File: config.mk
export PLATFORM = sky130hd
export DESIGN_NAME = hack_exec_core
export DESIGN_NICKNAME = d
export VERILOG_FILES = /design/src/rtl/hack_exec_core.sv
export SDC_FILE = /design/constraint.sdc
export NUM_CORES = 1
export LEC_CHECK = 0
export CAP_MARGIN = 20
export CORE_ASPECT_RATIO = 1.2
export CORE_MARGIN = 3
export CORE_UTILIZATION = 35
export CTS_CLUSTER_DIAMETER = 60
export DETAILED_ROUTE_END_ITERATION = 8
export PLACE_DENSITY_LB_ADDON = 0.08
export REMOVE_ABC_BUFFERS = 1
export SETUP_SLACK_MARGIN = 0.02
export SLEW_MARGIN = 15
export SYNTH_ARGS = -nofsm -noshare
export SYNTH_HDL_FRONTEND = slang
export SYNTH_SLANG_ARGS = --single-unit
File: constraint.sdc
create_clock -name clk -period 9.87 [get_ports clk]
set_input_delay 1.4805 -clock clk [delete_from_list [all_inputs] [get_ports clk]]
set_output_delay 1.4805 -clock clk [all_outputs]
set_load 0.02 [all_outputs]
File: src/rtl/hack_exec_core.sv
// Hack execution core: A/D/PC registers, instruction decode, ALU control and
// jump resolution, with a RUN/WAIT FSM that stalls C-instructions reading M.

module alu16 (
  input  logic [15:0] i_x,
  input  logic [15:0] i_y,
  input  logic        i_zx,
  input  logic        i_nx,
  input  logic        i_zy,
  input  logic        i_ny,
  input  logic        i_f,
  input  logic        i_no,
  output logic [15:0] o_out,
  output logic        o_zr,
  output logic        o_ng
);
  logic [15:0] w_x0;
  logic [15:0] w_x1;
  logic [15:0] w_y0;
  logic [15:0] w_y1;
  logic [15:0] w_f;

  assign w_x0  = i_zx ? 16'h0000 : i_x;
  assign w_x1  = i_nx ? ~w_x0 : w_x0;
  assign w_y0  = i_zy ? 16'h0000 : i_y;
  assign w_y1  = i_ny ? ~w_y0 : w_y0;
  assign w_f   = i_f ? (w_x1 + w_y1) : (w_x1 & w_y1);
  assign o_out = i_no ? ~w_f : w_f;
  assign o_zr  = (o_out == 16'h0000);
  assign o_ng  = o_out[15];
endmodule

module hack_exec_core (
  input  logic        clk,
  input  logic        rst_n,
  input  logic [15:0] instr,
  input  logic        instr_valid,
  output logic        instr_ready,
  output logic [15:0] pc,
  output logic [14:0] mem_addr,
  output logic        mem_re,
  input  logic [15:0] mem_rdata,
  input  logic        mem_rvalid,
  output logic        mem_we,
  output logic [15:0] mem_wdata,
  output logic [15:0] a_out,
  output logic [15:0] d_out
);
  typedef enum logic {
    ST_RUN  = 1'b0,
    ST_WAIT = 1'b1
  } state_t;

  state_t      r_state;
  state_t      w_state_nxt;
  logic [15:0] r_a;
  logic [15:0] r_d;
  logic [15:0] r_pc;
  logic [12:0] r_ir;

  logic        w_run;
  logic        w_accept;
  logic        w_use_ir;
  logic [12:0] w_op;
  logic [15:0] w_y;
  logic [15:0] w_alu_out;
  logic        w_zr;
  logic        w_ng;
  logic        w_jmp;
  logic        w_a_instr;
  logic        w_exec_now;
  logic        w_exec_wait;
  logic        w_complete_c;
  logic        w_start_rd;
  logic [15:0] w_pc_inc;
  logic        w_unused_ok;

  // Handshake: an instruction transfers on a cycle where instr_valid and
  // instr_ready are both high; ready is high exactly while the FSM is in RUN.
  assign w_run       = (r_state == ST_RUN);
  assign instr_ready = w_run;
  assign w_accept    = rst_n & instr_valid & w_run;

  // The ALU sees the latched ir whenever no live instruction is being taken,
  // so reset and idle cycles show the ir=0 result on mem_wdata.
  assign w_use_ir = ~rst_n | ~w_run | ~instr_valid;
  assign w_op     = w_use_ir ? r_ir : instr[12:0];
  assign w_y      = w_op[12] ? mem_rdata : r_a;

  alu16 u_alu (
    .i_x  (r_d),
    .i_y  (w_y),
    .i_zx (w_op[11]),
    .i_nx (w_op[10]),
    .i_zy (w_op[9]),
    .i_ny (w_op[8]),
    .i_f  (w_op[7]),
    .i_no (w_op[6]),
    .o_out(w_alu_out),
    .o_zr (w_zr),
    .o_ng (w_ng)
  );

  assign w_jmp = (w_op[2] & w_ng) | (w_op[1] & w_zr) | (w_op[0] & ~w_ng & ~w_zr);

  assign w_a_instr    = w_accept & ~instr[15];
  assign w_exec_now   = w_accept & instr[15] & ~instr[12];
  assign w_start_rd   = w_accept & instr[15] & instr[12];
  assign w_exec_wait  = rst_n & (r_state == ST_WAIT) & mem_rvalid;
  assign w_complete_c = w_exec_now | w_exec_wait;
  assign w_pc_inc     = r_pc + 16'd1;

  assign mem_addr  = r_a[14:0];
  assign mem_re    = w_start_rd;
  assign mem_we    = w_complete_c & w_op[3];
  assign mem_wdata = w_alu_out;
  assign pc        = r_pc;
  assign a_out     = r_a;
  assign d_out     = r_d;

  // Bits 14:13 of a C-instruction carry no meaning.
  assign w_unused_ok = ^instr[14:13];

  always_ff @(posedge clk or negedge rst_n) begin
    if (!rst_n) begin
      r_state <= ST_RUN;
    end else begin
      r_state <= w_state_nxt;
    end
  end

  always_comb begin
    w_state_nxt = r_state;
    case (r_state)
      ST_RUN:  if (w_start_rd) w_state_nxt = ST_WAIT;
      ST_WAIT: if (mem_rvalid) w_state_nxt = ST_RUN;
      default: w_state_nxt = ST_RUN;
    endcase
  end

  // Jump target and write address both use A before this instruction's update.
  always_ff @(posedge clk or negedge rst_n) begin
    if (!rst_n) begin
      r_a  <= 16'h0000;
      r_d  <= 16'h0000;
      r_pc <= 16'h0000;
      r_ir <= 13'h0000;
    end else begin
      if (w_a_instr) begin
        r_a  <= {1'b0, instr[14:0]};
        r_pc <= w_pc_inc;
      end else if (w_complete_c) begin
        if (w_op[5]) r_a <= w_alu_out;
        if (w_op[4]) r_d <= w_alu_out;
        r_pc <= w_jmp ? r_a : w_pc_inc;
      end
      if (w_start_rd) r_ir <= instr[12:0];
    end
  end
endmodule
==> results of run 1 <==
==> through the flow <==
step                      power, mW  setup slack [ns]  util [%]
after detailed placement       2.52              1.62      44.6
after CTS                      2.89              1.60      46.8
after floorplan                1.75              2.40         -
after global routing           3.10              1.16      46.9
after global placement         2.50              1.72      44.6
final                          2.88              1.60      46.9
==> cells by family after synthesis <==
kind of cell / count (synthesis)
DFF: 62
buffers and inverters: 62
xor gates and xnor gates: 52
and+or+nand+nor: 221
AOI/OAI and AO/OA: 125
muxes: 69
adders and majority gates: 18
==> placed cells by master (no fill, tap or decap), types with 3 or more instances in the layout <==
cell type and n:
o211ai_1 6, nand2b_1 3, o21ai_0 27, and4_1 3
nor4_1 5, a21o_1 7, or2_2 5, nor3_1 18
mux2i_2 3, nor2_1 40, xnor2_1 31, nand4_1 7
buf_4 12, a21oi_1 26, clkbuf_16 9, xor2_1 21
and3_1 11, mux2i_1 42, or3_1 8, nand2_1 82
nor2b_1 4, inv_1 12, o31a_1 3, nand3_1 13
o211a_1 3, a22oi_1 5, dfrtp_1 62, o22ai_1 15
o211ai_2 11, clkdlybuf4s50_1 116, mux2_2 24, ha_1 17
and2_1 12
==> sequential cells by signal, summed over array words and instances (netlist names) <==
name	cells
a_out	16
d_out	16
pc	16
r_ir	13
r_state	1
==> worst max-delay path, cell delays in order <==
cell and delay (ns):
clkdlybuf4s50_1 0.53, nand3b_4 0.31, mux2i_2 0.26, buf_4 0.31, mux2i_1 0.23, nor2_1 0.07
xnor2_1 0.14, ha_1 0.30, fa_1 0.44, a21o_1 0.19, a221oi_1 0.55, o21ai_0 0.27
o31ai_1 0.30, xor2_1 0.17, a21oi_1 0.09, xnor2_1 0.40, inv_1 0.15, clkdlybuf4s50_1 0.58
==> metal layers <==
metal	GRT usage (%)	vias to the layer above	routed length, um
met1	27.1	2371	7720
met2	34.2	129	8090
met5	0	-	0
li1	-	2351	-
met4	6.73	0	292
met3	2.95	19	578
==> worst paths after layout <==
check	end	slack, ns
max reg2reg	pc[1]	3.50
min reg2reg	r_ir[12]	0.49
min in group asynchronous	pc[3]	1.39
max	mem_wdata[12]	1.60
min	r_ir[12]	0.49
max in group asynchronous	d_out[11]	7.91
==> layout make-up <==
class                           instances  area share [%]
Clock inverter                          4            1.02
Timing Repair Buffer                  130            18.5
Sequential cell                        62            22.7
Clock buffer                           12            3.60
Tap cell                              200            3.66
Inverter                               13           0.714
Multi-Input combinational cell        485            49.8
==> power groups by stage <==
stage | registers, mW | logic, mW | clock network [mW]
CTS | 0.479 | 2.05 | 0.355
detailed placement | 0.482 | 2.04 | 0
global route | 0.497 | 2.24 | 0.365
finish | 0.478 | 2.05 | 0.346
global placement | 0.478 | 2.03 | 0
floorplan | 0.588 | 1.17 | 0
==> metrics.md, run 1 <==
| Metric | Value |
|---|---|
| Fmax | `121 MHz` |
| CP Class | `primary input to primary output` |
| Largest family of logic cells by synthesized area | `simple AND/OR/NAND/NOR gates` |
| Via count | `4870` |
| Clk network pwr share | `a little under an eighth` |
| DRC violations left | `0` |
| Post-DP HPWL | `approximately 12 mm` |
| DR vias/cell | `roughly 5.4` |
| Detailed Route WL | `between 15 and 20 mm` |
| R2R cell count | `18` |
| Full die area | `~17000 um^2` |
| Placed instance count | `889` |
| Final clock skew | `~0.0077 ns` |
| Top_reg_cell synth | `dfrtp_1` |
| Min Tclk post-route | `roughly 8.3 ns` |
| Switching Share | `49.1%` |
| Drt wl/cell | `between 15 and 20 um` |
| Initial antenna violation count | `0` |
| Hold Crit Start | `r_ir[12]` |
| Gr ovfl total | `0` |
| Combinational fraction of design power | `71.4%` |
| FF+latch area | `~1600 um^2` |
| Non-Filler Instances | `a little over 900` |
| Max Cap Viol | `0` |
| Required @ worst endpoint | `8.39 ns` |
| Internal power | `approximately 1.5 mW` |
| Total negative slack | `0 ns` |
| Clock H-tree levels | `3` |
| CP Launch Point | `instr_valid` |
| Die H | `~140 um` |
| Number of global-route vias before repair | `just under 5000` |
| CP Capture Type | `primary output` |
| Worst Setup Start Kind | `primary input` |
| ANT cells | `0` |
| Simple-gate share of the synthesized area | `between 20% and 30%` |
| Worst flop-to-flop path startpoint | `r_state` |
| CTS Buf Count | `9` |
| Post-synthesis compound-gate area fraction | `between 15 and 20%` |
| Post-synth top area cell | `dfrtp_1` |
| Initial core utilization | `about 36%` |
| Layout filler cell count | `between 1000 and 1500` |
| Worst-Margin Slew | `just under 0.9 ns` |
| Post-synth EDFFs | `0` |
| Crit path DAT | `6.79 ns` |
| Clock-pin transition on the worst setup and hold timing paths | `~0.050 ns` |
| DP Area | `6510 um^2` |
| Clk_lat worst skew | `0.34 ns` |
| CORE AREA | `14600 um^2` |
| Multi-input logic area | `around 3400 um^2` |
| I/O Buffers | `between 100 and 150` |
| Total GRT Usage | `between 20% and 30%` |
| Synthesized area per cell | `8.65 um^2` |
| First-pass detailed-route iteration total | `5` |
| Sequential Power Share | `16.6%` |
| Share of the synthesized area in the top cell type | `29.4%` |
| Die W | `roughly 120 um` |
| Yosys reg bits | `62` |
| First-pass GRT wire length | `roughly 27 mm` |
| Distinct cells, synth | `63` |
| Mapped cell area | `5270 um^2` |
| Final setup violation count | `0` |
| Yosys warns | `0` |
| Post-CTS sizing | `0` |
| Synth Area in XOR/XNOR | `about 8.6%` |
| Largest net degree at the start of global routing | `between 60 and 70` |
| Ranking of synthesized cells by area | `dfrtp_1 (29%), mux2i_1 (8.5%), nand2_1 (5.8%)` |
| Layout area overhead | `29.7%` |
| PD cells | `~420 nW/um^2` |
| Relative slew slack | `approximately two fifths` |
| Share of cells above drive strength 1 | `between 10 and 15%` |
| # rows | `48` |
| Hold Path Stages | `1` |
| Final worst-path cycle share | `between 80% and 90%` |
| Ports | `between 100 and 150` |
| Adder-Cell Fraction of Synth Area | `roughly 4.4%` |
| Initial DRC Count | `roughly 270` |
| Pleak | `between 2 and 3 nW` |
| Max VDD drop | `roughly 240 uV` |
| GPL Wtd Cong | `between 0.8 and 0.9` |
| Fin Hold WS | `between 0.4 and 0.5 ns` |
| CTS Buffer Depth | `2` |
| Count of final hold-check violations | `0` |
| CP max FO | `21` |
| Post-DRT Antenna Nets | `0` |
| Postcts setup bufs | `0` |
| CTS root buf | `clkbuf_16` |
| FFs w/ async S/R, synth | `100%` |
| Status | `finished, final reports clean` |
| Most frequent cell after synthesis | `nand2_1` |
| RSZ-0062 raised after global routing | `no` |
| Hold Crit Class | `flip-flop to flip-flop` |
| CTS tree | `done` |
| Clock sink count | `between 60 and 70` |
| Final net count | `755` |
| Finished Cell Area | `slightly below 7000 um^2` |
| Register area share after synthesis | `29.4%` |
| Synth top cells by count | `nand2_1 (82), dfrtp_1 (62), mux2i_1 (45), nor2_1 (40), xnor2_1 (31)` |
| Sw power | `approximately 1.4 mW` |
| Slew Viols, Final | `0` |
| Hold buffers post-CTS | `0` |
| Post-Syn Instances | `609` |
| Post-synthesis mux area share | `approximately 14%` |
Note: power is estimated with default switching activity, not from simulation.
==> inputs of run 2 (changes only) <==
==> constraint.sdc (replaced) <==
create_clock -name clk -period 8.1 [get_ports clk]
set_input_delay 1.215 -clock clk [delete_from_list [all_inputs] [get_ports clk]]
set_output_delay 1.215 -clock clk [all_outputs]
set_load 0.02 [all_outputs]
==> run 2 against run 1 <==
Net effect:
- wire length is 0.65% higher
- critical path depth stayed put
- total power is 21% higher
- first-iteration DRC count is 78% higher
- final area is 0.44% lower
- setup slack worse by 0.82 ns
- sequential share of layout area is 0.10 points higher
- combinational power is 23% higher
- via count is 0.14% higher
- critical endpoint unchanged
- sequential power is 21% higher
==> metrics.md, run 2 (synthesis results as in run 1) <==
| Metric | Value |
|---|---|
| Die H | `between 100 and 150 um` |
| Drt wl/cell | `approximately 19 um` |
| Ports | `118` |
| ANT cells | `0` |
| Pleak | `2.87 nW` |
| Postcts setup bufs | `0` |
| Slew Viols, Final | `0` |
| CP Capture Type | `primary output` |
| Relative slew slack | `31.3%` |
| CTS root buf | `clkbuf_16` |
| Slowest Stage Delay on Critical Path | `roughly 0.57 ns` |
| DR vias/cell | `~5.4` |
| First-pass GRT wire length | `27.0 mm` |
| Post-DRT Antenna Nets | `0` |
| Sw power | `about 1.7 mW` |
| Final setup violation count | `0` |
| DRC violations left | `0` |
| CORE AREA | `about 15000 um^2` |
| Max Cap Viol | `0` |
| Clock-pin transition on the worst setup and hold timing paths | `0.05 ns` |
| Required @ worst endpoint | `between 6 and 7 ns` |
| Initial antenna violation count | `0` |
| Sequential Power Share | `16.6%` |
| Total negative slack | `0 ns` |
| First-pass detailed-route iteration total | `5` |
| Full die area | `about 17000 um^2` |
| Most common cell after layout, fill and taps aside | `clkdlybuf4s50_1` |
| # rows | `48` |
| Placed instance count | `890` |
| Worst flop-to-flop path startpoint | `r_state` |
| RSZ-0062 raised after global routing | `no` |
| Largest net degree at the start of global routing | `65` |
| GPL Wtd Cong | `between 0.9 and 1` |
| Worst-Margin Slew | `a little over 1 ns` |
| Finished Cell Area | `6810 um^2` |
| Clock H-tree levels | `3` |
| Crit path DAT | `a little over 6 ns` |
| R2R cell count | `17` |
| Count of final hold-check violations | `0` |
| Non-Filler Instances | `roughly 910` |
| CP Launch Point | `instr_valid` |
| Share of cells above drive strength 1 | `11.6%` |
| Combinational fraction of design power | `around 72%` |
| Via count | `around 4900` |
| Final clock skew | `approximately 0.0065 ns` |
| Min Tclk post-route | `7.32 ns` |
| Hold Crit Class | `flip-flop to flip-flop` |
| Hold buffers post-CTS | `0` |
| CTS Buffer Depth | `2` |
| Status | `finished, final reports clean` |
| Flop-to-flop setup slack | `between 2 and 3 ns` |
| Detailed Route WL | `about 17 mm` |
| Reg2reg end | `pc[1]` |
| Switching Share | `49.7%` |
| Cell chain of the critical path | `clkdlybuf4s50_1, nand3b_4, mux2i_2, buf_4, mux2i_1, nor2_1, xnor2_1, fa_1, a21o_1, a221oi_1, buf_4, o21ai_0, o31ai_1, xor2_1, a21oi_1, xnor2_1, inv_1, clkdlybuf4s50_1` |
| Total Power | `around 3.5 mW` |
| CTS tree | `done` |
| I/O Buffers | `between 100 and 150` |
| Post-DP HPWL | `between 10 and 15 mm` |
| Clk network pwr share | `a little under an eighth` |
| Final worst-path cycle share | `between 90% and 100%` |
| Layout area overhead | `29.2%` |
| DP Area | `~6500 um^2` |
| Post-CTS sizing | `0` |
| Slowest cell on the critical path | `clkdlybuf4s50_1` |
| CP Class | `primary input to primary output` |
| Clk_lat worst skew | `~0.35 ns` |
| Initial DRC Count | `approximately 480` |
| Internal power | `~1.8 mW` |
| Initial core utilization | `a little over a third` |
| PD cells | `513 nW/um^2` |
| CTS Buf Count | `9` |
| Total GRT Usage | `20.5%` |
| Fmax | `137 MHz` |
| Max VDD drop | `~350 uV` |
| Clock sink count | `62` |
| Final net count | `about 760` |
| Die W | `118 um` |
| Worst Setup Start Kind | `primary input` |
| Gr ovfl total | `0` |
| CP max FO | `21` |
| Setup crit end | `mem_wdata[12]` |
| Commonest cells after routing, fill and taps aside | `clkdlybuf4s50_1 (116), nand2_1 (82), dfrtp_1 (62)` |
| Fin Hold WS | `0.492 ns` |
| Number of global-route vias before repair | `4804` |
-- run 2: cell types whose count changed in the layout (fill, tap and decap cells not counted), sizes merged --
cell,before,now
bufinv,2,1
clkbuf,12,11
clkinvlp,0,1
-- run 2: worst min path at each step --
| stage | start | to | slack, ns | depth (start not counted) |
|---|---|---|---|---|
| 4_1_cts | r_ir[12] | r_ir[12] | 0.49 | 1 |
| 5_1_grt | r_ir[4] | r_ir[4] | 0.53 | 1 |
| 6_report | r_ir[12] | r_ir[12] | 0.49 | 1 |
| 3_3_place_gp | r_ir[12] | r_ir[12] | 0.48 | 1 |
| 3_5_place_dp | r_ir[12] | r_ir[12] | 0.47 | 1 |
| 2_1_floorplan | r_ir[12] | r_ir[12] | 0.44 | 1 |
-- run 2: layout make-up --
class	count	area, um^2
fill	1439	7790
multi-input combinational	485	3400
sequential	62	1550
timing repair buffer	130	1260
tap	200	250
clock buffer	11	243
inverter	13	48.8
clock inverter	4	47.5
-- run 2: through the flow --
stage / utilization (%) / setup WS (ns)
final: 46.6 / 0.780
after global routing: 46.6 / 0.318
after CTS: 46.6 / 0.769
after detailed placement: 44.7 / 0.761
after global placement: 44.7 / 0.873
after floorplan: - / 1.16
-- run 2: metal layers --
layer / global-route usage (%) / vias up / part of all wire [%]
li1: - / 2365 / -
met1: 26.9 / 2354 / 44
met5: 0 / - / 0
met4: 6.73 / 0 / 1.9
met3: 2.42 / 19 / 4.1
met2: 35.2 / 139 / 50
-- run 2: worst max-delay path: cells and delay by family --
| family | cells | cell delay (ns) |
|---|---|---|
| xor gates and xnor gates | 3 | 0.79 |
| adders and majority gates | 1 | 0.47 |
| muxes | 2 | 0.53 |
| and+or+nand+nor | 2 | 0.39 |
| buffers and inverters | 5 | 1.75 |
| AOI/OAI and AO/OA | 5 | 0.94 |
-- run 2: power groups by stage --
stage	logic [mW]	registers, mW	clock network [mW]
final	2.52	0.578	0.395
after global routing	2.73	0.604	0.416
after global placement	2.48	0.581	0
after detailed placement	2.51	0.584	0
after floorplan	1.42	0.717	0
after CTS	2.52	0.579	0.403
